==> config.mk <==
export PLATFORM = sky130hd
export DESIGN_NAME = param_mem
export DESIGN_NICKNAME = d
export VERILOG_FILES = /design/src/rtl/param_mem.sv
export SDC_FILE = /design/constraint.sdc
export NUM_CORES = 1
export LEC_CHECK = 0
export CORE_MARGIN = 5
export CORE_UTILIZATION = 50
export CTS_BUF_LIST = sky130_fd_sc_hd__clkbuf_4
export DETAILED_ROUTE_END_ITERATION = 10
export PLACE_DENSITY = 0.75
export SLEW_MARGIN = 20
export SYNTH_ARGS = -nofsm -noshare
export SYNTH_HDL_FRONTEND = slang
export SYNTH_SLANG_ARGS = --single-unit
==> constraint.sdc <==
create_clock -name clk -period 4.1 [get_ports clk]
set_input_delay 0.615 -clock clk [delete_from_list [all_inputs] [get_ports clk]]
set_output_delay 0.615 -clock clk [all_outputs]
set_load 0.1 [all_outputs]
==> src/rtl/param_mem.sv <==
// Byte-writable word memory with a fixed-latency read pipeline, a clear engine
// that zeroes every word after reset or on request, and an out-of-range counter.
module param_mem #(
    parameter int unsigned DATA_W = 32,
    parameter int unsigned DEPTH  = 48,
    parameter int unsigned ADDR_W = $clog2(DEPTH),
    parameter int unsigned RD_LAT = 2
) (
    input  logic                  clk,
    input  logic                  rst_n,
    input  logic                  req_valid,
    output logic                  req_ready,
    input  logic                  req_wr,
    input  logic [ADDR_W-1:0]     req_addr,
    input  logic [DATA_W-1:0]     req_wdata,
    input  logic [DATA_W/8-1:0]   req_be,
    output logic                  rsp_valid,
    output logic [DATA_W-1:0]     rsp_rdata,
    output logic                  rsp_err,
    input  logic                  clr_start,
    output logic                  clr_busy,
    output logic [7:0]            err_cnt
);

    localparam int unsigned BE_W = DATA_W / 8;

    typedef enum logic {
        ST_INIT = 1'b0,
        ST_IDLE = 1'b1
    } state_t;

    typedef struct packed {
        logic              valid;
        logic              err;
        logic [DATA_W-1:0] data;
    } rsp_t;

    state_t              r_state;
    state_t              w_state_nxt;
    logic [ADDR_W-1:0]   r_clr_addr;
    logic [ADDR_W-1:0]   w_clr_addr_nxt;
    logic [DATA_W-1:0]   r_mem [DEPTH];
    rsp_t                r_pipe [RD_LAT];
    rsp_t                w_rsp_in;
    logic [7:0]          r_err_cnt;
    logic                w_accept;
    logic                w_in_range;

    assign req_ready  = (r_state == ST_IDLE);
    assign clr_busy   = (r_state == ST_INIT);
    assign w_accept   = req_valid && req_ready;
    assign w_in_range = (32'(req_addr) < DEPTH);

    // State register and clear address.
    always_ff @(posedge clk or negedge rst_n) begin
        if (!rst_n) begin
            r_state    <= ST_INIT;
            r_clr_addr <= '0;
        end else begin
            r_state    <= w_state_nxt;
            r_clr_addr <= w_clr_addr_nxt;
        end
    end

    // Next state: INIT walks every word once, IDLE restarts the walk on clr_start.
    always_comb begin
        w_state_nxt    = r_state;
        w_clr_addr_nxt = r_clr_addr;
        case (r_state)
            ST_INIT: begin
                if (r_clr_addr == ADDR_W'(DEPTH - 1)) begin
                    w_state_nxt    = ST_IDLE;
                    w_clr_addr_nxt = '0;
                end else begin
                    w_clr_addr_nxt = r_clr_addr + ADDR_W'(1);
                end
            end
            ST_IDLE: begin
                if (clr_start) begin
                    w_state_nxt    = ST_INIT;
                    w_clr_addr_nxt = '0;
                end
            end
            default: begin
                w_state_nxt    = ST_INIT;
                w_clr_addr_nxt = '0;
            end
        endcase
    end

    // Storage array: the clear pass owns the write port while in INIT.
    always_ff @(posedge clk) begin
        if (r_state == ST_INIT) begin
            r_mem[r_clr_addr] <= '0;
        end else if (w_accept && req_wr && w_in_range) begin
            for (int b = 0; b < int'(BE_W); b++) begin
                if (req_be[b]) begin
                    r_mem[req_addr][b*8 +: 8] <= req_wdata[b*8 +: 8];
                end
            end
        end
    end

    always_comb begin
        w_rsp_in       = '0;
        w_rsp_in.valid = w_accept && !req_wr;
        w_rsp_in.err   = w_accept && !req_wr && !w_in_range;
        if (w_accept && !req_wr && w_in_range) begin
            w_rsp_in.data = r_mem[req_addr];
        end
    end

    // Read pipeline: data is sampled at acceptance, so a later clear cannot alter it.
    always_ff @(posedge clk or negedge rst_n) begin
        if (!rst_n) begin
            for (int s = 0; s < int'(RD_LAT); s++) begin
                r_pipe[s] <= '0;
            end
        end else begin
            r_pipe[0] <= w_rsp_in;
            for (int s = 1; s < int'(RD_LAT); s++) begin
                r_pipe[s] <= r_pipe[s-1];
            end
        end
    end

    assign rsp_valid = r_pipe[RD_LAT-1].valid;
    assign rsp_err   = r_pipe[RD_LAT-1].err;
    assign rsp_rdata = r_pipe[RD_LAT-1].data;

    // Saturating out-of-range request counter.
    always_ff @(posedge clk or negedge rst_n) begin
        if (!rst_n) begin
            r_err_cnt <= '0;
        end else if (w_accept && !w_in_range && (r_err_cnt != 8'hFF)) begin
            r_err_cnt <= r_err_cnt + 8'd1;
        end
    end

    assign err_cnt = r_err_cnt;

endmodule

# Word-level counts from Yosys, hierarchy flattened

Memory sizes are Yosys's and may differ from the RTL's.
Cells that the tools add are included.

Bits in writable memories: 1536
Input port bits: 47
Register bits: 83
Memories kept: 1
Word-level logic and storage cells: 55
Output and inout bits: 44

Memories:

| name  | words | bits a word | rd ports | clocked after memory_dff | wr ports | line | source |
|---|---|---|---|---|---|---|---|
| r_mem | 48    | 32          | 1        | 0                        | 1        | 42   | `logic [DATA_W-1:0] r_mem [DEPTH];` |

Add/subtract/negate cells: 2
Bitwise logic cells: 1
$lt $le $gt $ge: 1
Multiplexer cells: 27
Reduce and logical (&&, ||, !) cells: 11
Equality and inequality tests: 3

Operators by type and width:

| cell                | number |
|---|---|
| $mux 32             | 2 |
| $reduce_or 32->1    | 1 |
| $mux 1              | 19 |
| $mux 6              | 3 |
| $pmux 6 s2          | 1 |
| $add 8x1->8 const B | 1 |
| $logic_and 1x1->1   | 8 |
| $ne 8x8->1 const B  | 1 |
| $add 6x1->6 const B | 1 |
| $eq 6x6->1 const B  | 1 |
| $lt 6x6->1 const B  | 1 |
| $mux 4              | 1 |
| $logic_not 1->1     | 2 |
| $ne 2x2->1 const B  | 1 |
| $pmux 1 s2          | 1 |
| $not 1->1           | 1 |

# Longest topological paths before layout

Gate-level depths: netlist of run 1.

Depth after elaboration: 8
Depth in mapped cells: 9
Gate-level depth less buffers: 6

# Worst setup path before layout of run 1

OpenSTA, ideal clock, no wires.

Path type: register to register
Start point: reg r_state, in the netlist req_ready
End point: mem r_mem[21][0] (enable)
Clock period less this slack: 2.904 ns
Required time: 3.730 ns
Cell stages (with the launch flop): 8
Library setup time: 0.370 ns
Slack: 1.196 ns
Path buffers: 2
Arrival: 2.533 ns
Cells stage by stage: dfrtp_1 > and3_1 > buf_2 > nand3_4 > buf_4 > nor4_1 > a41oi_2 > nor2_1

Longest elaborated chain between the ends: 8
Elaborated cells between the ends (all ways): 19
Classes of those cells: 15 x mux; 4 x reduce/logical

Ends and longest elaborated chain:

| item                                              | line | source |
|---|---|---|
| from (decl)                                       | 38   | `state_t r_state;` |
| from (signal assigned)                            | 60   | `r_state <= w_state_nxt;` |
| $logic_and 1x1->1                                 | 51   | `assign w_accept = req_valid && req_ready;` |
| $logic_and 1x1->1 (2 in a row)                    | 95   | `end else if (w_accept && req_wr && w_in_range) begin` |
| $mux 1                                            | 95   |  |
| $mux 1                                            | 93   | `if (r_state == ST_INIT) begin` |
| $mux 1 (not written as such)                      | 98   | `r_mem[req_addr][b*8 +: 8] <= req_wdata[b*8 +: 8];` |
| $reduce_or 32->1 (no source line)                 | n/a  |  |
| $mux 6 (no source line) or $mux 4 (tied branches) | n/a  |  |
| to (decl)                                         | 42   |  |

Several ways; a longest one is shown, not always the timed one.

# Worst setup path after layout of run 1

Start point: reg r_state, in the netlist req_ready
End point: out clr_busy

Longest elaborated chain between the ends: 1

Ends and longest elaborated chain:

| item      | line | source |
|---|---|---|
| $not 1->1 | n/a  |  |
| to (decl) | 21   | `output logic clr_busy,` |

No other way between the ends.

==> impl_metrics.csv, run 1 <==
group,metric,value,unit
outcome,outcome,"finished, final reports clean",
timing,drv_slew,0,
logic_synthesis,syn-num-nets,3292,
power_and_ir_drop,power.switching,0.00939,W
floorplanning,ios,91,
logic_synthesis,ys_types,48,
logic_synthesis,ys_seq_area_frac,0.763,
final_layout,syn_to_final_growth,13.6,%
route,wl_per_cell,27.3,um
power_and_ir_drop,p_per_area,506,nW/um^2
floorplanning,start_util,0.503,
power_and_ir_drop,p_leak,25.6,nW
worst_setup_path,cp.arrival,3.25,ns
worst_setup_path,critical_path_required,3.48,ns
timing,fin_crit_sh,0.943,
power_and_ir_drop,combPwrFrac,0.118,
timing,hold_viol_final,0,
clock_tree,cts_root_buffer,"clkbuf_4",
logic_synthesis,synth_top_cell_area_share,0.730,
worst_hold_path,hold_path_end,"r_pipe[66]$_DFF_PN0_",
worst_setup_path,start_kind,"register",
worst_setup_path,regToRegSetupSlack,0.94,ns
final_layout,final_layout_size_suffix_gt1_frac,0.286,
power_and_ir_drop,internal_power,0.0269,W
worst_setup_path,rr_endpoint,"r_mem[47][16]$_DFFE_PP_",
timing,fin_skew,0.108,ns
floorplanning,dieArea,133000,sq um
route,dr_wl_met2,74500,um
route,ant_nets,0,
place,place.port_buffers,90,
power_and_ir_drop,p_total,0.0363,W
worst_hold_path,min-delay-start,"req_valid",
global_route,grt_max_degree,77,
clock_tree,ctsResizeCount,0,
worst_setup_path,critPathBufInv,3,
power_and_ir_drop,power.clock.fraction,0.344,
route,routed-via-count,34100,
worst_setup_path,timing.rr.start,"req_ready$_DFF_PN0_",
clock_tree,clk_path_buf_depth,4,
timing,max_freq,259,MHz
worst_setup_path,critPathKind,"register to primary output",
place,gp_congestion,0.881,
timing,tightestPinTransition,1.12,ns
clock_tree,clk_pin_slew,0.07,ns
worst_setup_path,crit_path_end_kind,"primary output",
worst_hold_path,min_path_type,"input port to register",
worst_hold_path,min_path_cells,3,
route,via_per_inst,6.02,
clock_tree,htreeDepth,5,
route,wl_met1,58100,um
worst_setup_path,max_stage_delay,1.19,ns
timing,setup_viol_count_final,0,
worst_setup_path,worstPathMaxFanout,16,
final_layout,nNetsFinal,3788,
clock_tree,numCtsBuffers,387,
worst_setup_path,crit_family,"buffers and inverters",
clock_tree,post_cts_buffers,0,
timing,layout_min_cycle_time,3.87,ns
route,dr_wl_met3,16700,um
global_route,antenna_found_initial,8,
flow_run,drv_cap,0,
logic_synthesis,synth_warnings,0,
timing,setup_tns,0,ns
logic_synthesis,synth.largest_area_cell,"edfxtp_1",
route,dr.pass1.iters,6,
worst_setup_path,slowest_stage,"clkdlybuf4s50_1",
power_and_ir_drop,switching_share,0.259,
clock_tree,cts_tree,"built",
logic_synthesis,synth_edf_count,1536,
route,drcViolationCount,0,
worst_setup_path,crit_chain,"buf_4, inv_1, clkdlybuf4s50_1",
power_and_ir_drop,seq_power_share,0.538,
global_route,grt_usage,0.233,
floorplanning,dieHeight,365,um
global_route,grt-ovfl-total,0,
logic_synthesis,ys_ff_latch,1619,
clock_tree,clkSinkCount,1619,
route,dr.max_layer_used,"met5",
logic_synthesis,synth_area_leaders,"edfxtp_1 (73%), mux4_2 (8.6%), mux2i_1 (4.6%)",
route,drt-initial-drc-count,4534,
floorplanning,fp-row-count,130,
logic_synthesis,synthCells,3243,
global_route,grt_pass1_vias,34500,
route,wirelength,155000,um
timing,rsz0062_at_grt,"false",
power_and_ir_drop,ir_drop,0.000407,V
logic_synthesis,syn_avg_cell_area,19.5,sq um
timing,slew_headroom,0.248,
floorplanning,core_area,126000,sq um
clock_tree,clk_latency,1.30,ns
clock_tree,ctsHoldBuffers,5,
logic_synthesis,syn_area,63100,sq um
place,hpwlAfterDp,96200,um
logic_synthesis,synthArstFlopShare,0.0513,
worst_setup_path,reg2reg_depth,6,
logic_synthesis,ys.flop_type,"edfxtp_1",
global_route,grt_pass1_wl,226000,um
floorplanning,die-width,365,um
## sequential cells by signal, summed over array words and instances, names as in the netlist
name and cells:
req_ready 1, r_clr_addr 6, r_mem 1536, rsp_err 1, rsp_rdata 32, r_pipe 34
err_cnt 8, rsp_valid 1
## routing by layer
| layer | vias up | track usage |
|---|---|---|
| met2 | 2085 | 0.368 |
| li1 | 14400 | - |
| met3 | 311 | 0.0658 |
| met1 | 17300 | 0.311 |
| met5 | - | 0 |
| met4 | 2 | 0.0895 |
## cell type report
| type | count | area [sq um] |
|---|---|---|
| tap | 1650 | 2060 |
| antenna | 11 | 27.5 |
| sequential | 1619 | 48200 |
| multi-input combinational | 1390 | 13700 |
| clock buffer | 524 | 3930 |
| inverter | 2 | 7.51 |
| fill | 9158 | 53900 |
| clock inverter | 129 | 731 |
| timing repair buffer | 339 | 3090 |
## power groups by stage
| stage | registers, W | clock network, W | logic, W |
|---|---|---|---|
| 6_report | 0.0195 | 0.0125 | 0.00427 |
| 5_1_grt | 0.0196 | 0.0137 | 0.00443 |
| 4_1_cts | 0.0195 | 0.0127 | 0.00421 |
| 3_5_place_dp | 0.0198 | 0 | 0.00419 |
| 3_3_place_gp | 0.0198 | 0 | 0.00413 |
| 2_1_floorplan | 0.0198 | 0 | 0.00235 |
## kinds of logic (layout without fill, tap and decap cells)
kind of cell / after synthesis / count (layout) / share of synthesized area
DFF: 1619 / 1619 / 0.763
AOI/OAI and AO/OA: 386 / 386 / 0.0458
buffers and inverters: 234 / 994 / 0.0217
xor gates and xnor gates: 8 / 8 / 0.00111
other: 0 / 11 / 0
muxes: 550 / 550 / 0.135
and+or+nand+nor: 444 / 444 / 0.0325
adders and majority gates: 2 / 2 / 0.000396
## worst register-to-register path: cells and delay by family, from the launching register on
kind | cells | cell delay, ns
simple gates | 4 | 1.78
flops | 1 | 0.36
buf+inv | 1 | 0.32
compound gates | 1 | 0.23
## placed cells by master (no fill, tap or decap), drive strengths merged, types with 3 or more instances in the layout
master / n
nor2: 207
nor2b: 22
mux2i: 290
clkinv: 116
inv: 6
xor2: 3
nand2b: 5
edfxtp: 1536
nor3: 10
o22ai: 73
nand4: 3
nand2: 86
nand3: 8
clkbuf: 524
a211oi: 103
dfrtp: 83
a21oi: 43
o31ai: 17
a22oi: 112
and2: 35
o221ai: 9
or2: 3
dlygate4sd3: 4
bufinv: 8
nor4: 16
nand3b: 3
diode: 11
mux4: 240
mux2: 20
a41oi: 4
buf: 250
nor3b: 3
xnor2: 5
a31oi: 21
clkdlybuf4s50: 85
and3: 38
## synth_stat cells, types with 9 or more instances
library cell / count
nor3_1: 10
mux2i_1: 290
a21oi_1: 43
and2_1: 35
clkbuf_1: 81
buf_2: 66
and3_1: 38
o22ai_1: 73
buf_6: 27
o31ai_1: 17
nor2b_1: 22
edfxtp_1: 1536
mux4_2: 240
o221ai_1: 9
nand2_1: 86
mux2_2: 20
buf_4: 49
nor4_1: 16
a31oi_2: 20
dfrtp_1: 83
a22oi_1: 112
a211oi_1: 96
nor2_1: 207
## through the flow
stage / cell area, sq um / utilization / instances / worst slack [ns] / hold slack [ns]
after CTS: 71700 / 0.571 / 5653 / 0.106 / 0.111
after detailed placement: 67000 / 0.533 / 4995 / 0.172 / 0.335
after floorplan: 63100 / - / 3243 / 1.20 / 0.319
after global placement: 66900 / 0.533 / 4995 / 0.0909 / 0.333
final: 71700 / 0.571 / 5664 / 0.234 / 0.213
after global routing: 71700 / 0.571 / 5662 / 0.0297 / 0.110
## how the worst max path moves through the flow
stage	slack (ns)	to	from	cells past startpoint
finish	0.23	clr_busy	req_ready$_DFF_PN0_	3
global route	0.03	clr_busy	req_ready$_DFF_PN0_	3
global placement	0.09	r_mem[25][22]$_DFFE_PP_	req_be[0]	7
floorplan	1.20	r_mem[21][0]$_DFFE_PP_	req_ready$_DFF_PN0_	7
detailed placement	0.17	r_mem[2][11]$_DFFE_PP_	req_be[0]	7
CTS	0.11	clr_busy	req_ready$_DFF_PN0_	3
Power figures use the tool's default switching activity.
==> run 2, diff against run 1 <==
--- a/config.mk
+++ b/config.mk
@@ -8,6 +8,7 @@
 export CORE_MARGIN = 5
 export CORE_UTILIZATION = 50
 export CTS_BUF_LIST = sky130_fd_sc_hd__clkbuf_4
+export CTS_CLUSTER_DIAMETER = 200
 export DETAILED_ROUTE_END_ITERATION = 10
 export PLACE_DENSITY = 0.75
 export SLEW_MARGIN = 20
==> results of run 2 <==
No change in the layout: final DEF, timing and power equal those of run 1.
==> RTL edit, RTL diff (flow settings as in run 2) <==
The parameter `DATA_W` goes from 32 to 40.
--- a/src/rtl/param_mem.sv
+++ b/src/rtl/param_mem.sv
@@ -1,7 +1,7 @@
 // Byte-writable word memory with a fixed-latency read pipeline, a clear engine
 // that zeroes every word after reset or on request, and an out-of-range counter.
 module param_mem #(
-    parameter int unsigned DATA_W = 32,
+    parameter int unsigned DATA_W = 40,
     parameter int unsigned DEPTH  = 48,
     parameter int unsigned ADDR_W = $clog2(DEPTH),
     parameter int unsigned RD_LAT = 2
Ports: changed (resized req_be, req_wdata and rsp_rdata); port bits go from 91 to 108. The function was not compared with the original's and may differ.
==> RTL edit against run 2 <==
- synthesized area grew 23%
- setup slack gained 100 ps
- utilization grew 0.74 points
- clock skew grew 23 ps
- clock power grew 29%
- cell area grew 25%
- sequential power grew 25%
- sequential cell count grew 400
- routed wire length grew 28%
- via count grew 22%
- fmax grew 2.8%
- total power grew 26%
- non-clock buffer count grew 152
- critical path type unchanged
==> RTL edit: results (changes against run 2) <==
status=finished clean; ratio of cells with drive above 1 in the final layout=33.2% (+4.6 points); CP max stage cell=dfrtp_1; critical path arrival=3150 ps (-100 ps); GR Util met1=32.3% (+1.2 points); antenna violations before repair=11 (+3); Inst Count DP=5985 (+20%); relative slew slack=24.6% (-0.22 points); DPL Wire Length=123000 µm (+28%); Num CTS Buffers=484 (+25%); GRT met2 Usage=36.6% (-0.25 points); post-synthesis sequential area ratio=77.3% (+0.99 points); GR Util met3=7.52% (+0.95 points); synth cell count leaders=edfxtp_1, mux4_2, nor2_1; Worst VDD drop=275 µV (-33%); Hold Path Sink=r_pipe[65]; Worst path max stage delay=690 ps (-500 ps); EDFF count, synth=1920 (+25%); port buffer count=107 (+19%); hold depth=5 (+2); via-per-instance ratio=6.08 (+0.92%); Mean Syn Cell Area=20.9 µm² (+7.5%); Layout Nets=4491 (+19%); r2r setup slk=540 ps (-400 ps); clock skew=131 ps (+23.4 ps)
[RTL edit: cell count changes in the layout (fill, tap and decap cells not counted), moves of 37 or more]
cell	change
a211oi_1	-77
mux4_2	+181
clkbuf_4	+154
a221oi_1	+44
nand2_1	-37
mux2i_1	-127
a22oi_1	-64
buf_4	+134
clkinv_1	+53
nor2_1	+44
o21ai_0	+39
edfxtp_1	+384
[RTL edit: per-layer routing]
layer / vias to the layer above / part of all wire (%)
li1: 17100 / -
met1: 21300 / 37
met2: 2899 / 47
met3: 450 / 12
met4: 0 / 4.5
met5: - / 0
[RTL edit: timing repair]
item	4_1_cts	5_1_grt
resized for setup	0	0
endpoints found under the hold margin	122	0
hold buffers	6	0
endpoints found under the setup margin	0	0
[RTL edit: logic make-up (layout without fill, tap and decap cells)]
kind of cell	Yosys count	in the layout	share of synthesized area (%)
other	0	15	0
and+or+nand+nor	474	474	2.79
muxes	597	597	14.5
xor gates and xnor gates	8	8	0.0901
AOI/OAI and AO/OA	351	351	3.28
adders and majority gates	2	2	0.0322
DFF	2019	2019	77.3
buffers and inverters	266	1358	1.94
[RTL edit: cell type report]
type	instances	area [µm²]
Inverter	5	21.3
Antenna cell	15	37.5
Clock buffer	678	5090
Sequential cell	2019	60100
Multi-Input combinational cell	1432	16200
Fill cell	11000	65100
Clock inverter	184	996
Tap cell	2044	2560
Timing Repair Buffer	491	4300
[RTL edit: tightest hold or removal path: cells and delay by family]
family | cells | cell delay [ps]
buffers and inverters | 1 | 190
AOI/OAI and AO/OA | 3 | 420
muxes | 1 | 270
[RTL edit: how the worst max path moves through the flow]
stage / start / to / slack (ps) / cells after the start
after global routing: req_ready / clr_busy / 280 / 3
after floorplan: req_ready / r_mem[29][32] / 870 / 7
after detailed placement: req_be[1] / r_mem[4][25] / -230 / 8
after CTS: req_ready / clr_busy / 330 / 3
final: req_ready / clr_busy / 340 / 3
after global placement: req_be[1] / r_mem[0][27] / -230 / 8
[RTL edit: where the power goes]
part | total (mW) | switching (mW) | leakage, nW | internal (mW)
Combinational | 5.34 | 3.53 | 8.08 | 1.81
Sequential | 24.4 | 0.396 | 19.2 | 24.0
Clock | 16.1 | 7.81 | 3.60 | 8.26
Total | 45.8 | 11.7 | 30.9 | 34.1
[RTL edit: metrics by stage]
step	setup TNS (ps)	area (µm²)	hold slack [ps]
after global placement	-32630	83100	332
after CTS	0	89300	18.2
after global routing	0	89300	80.2
after detailed placement	-37740	83100	336
final	0	89300	163
after floorplan	0	77800	319
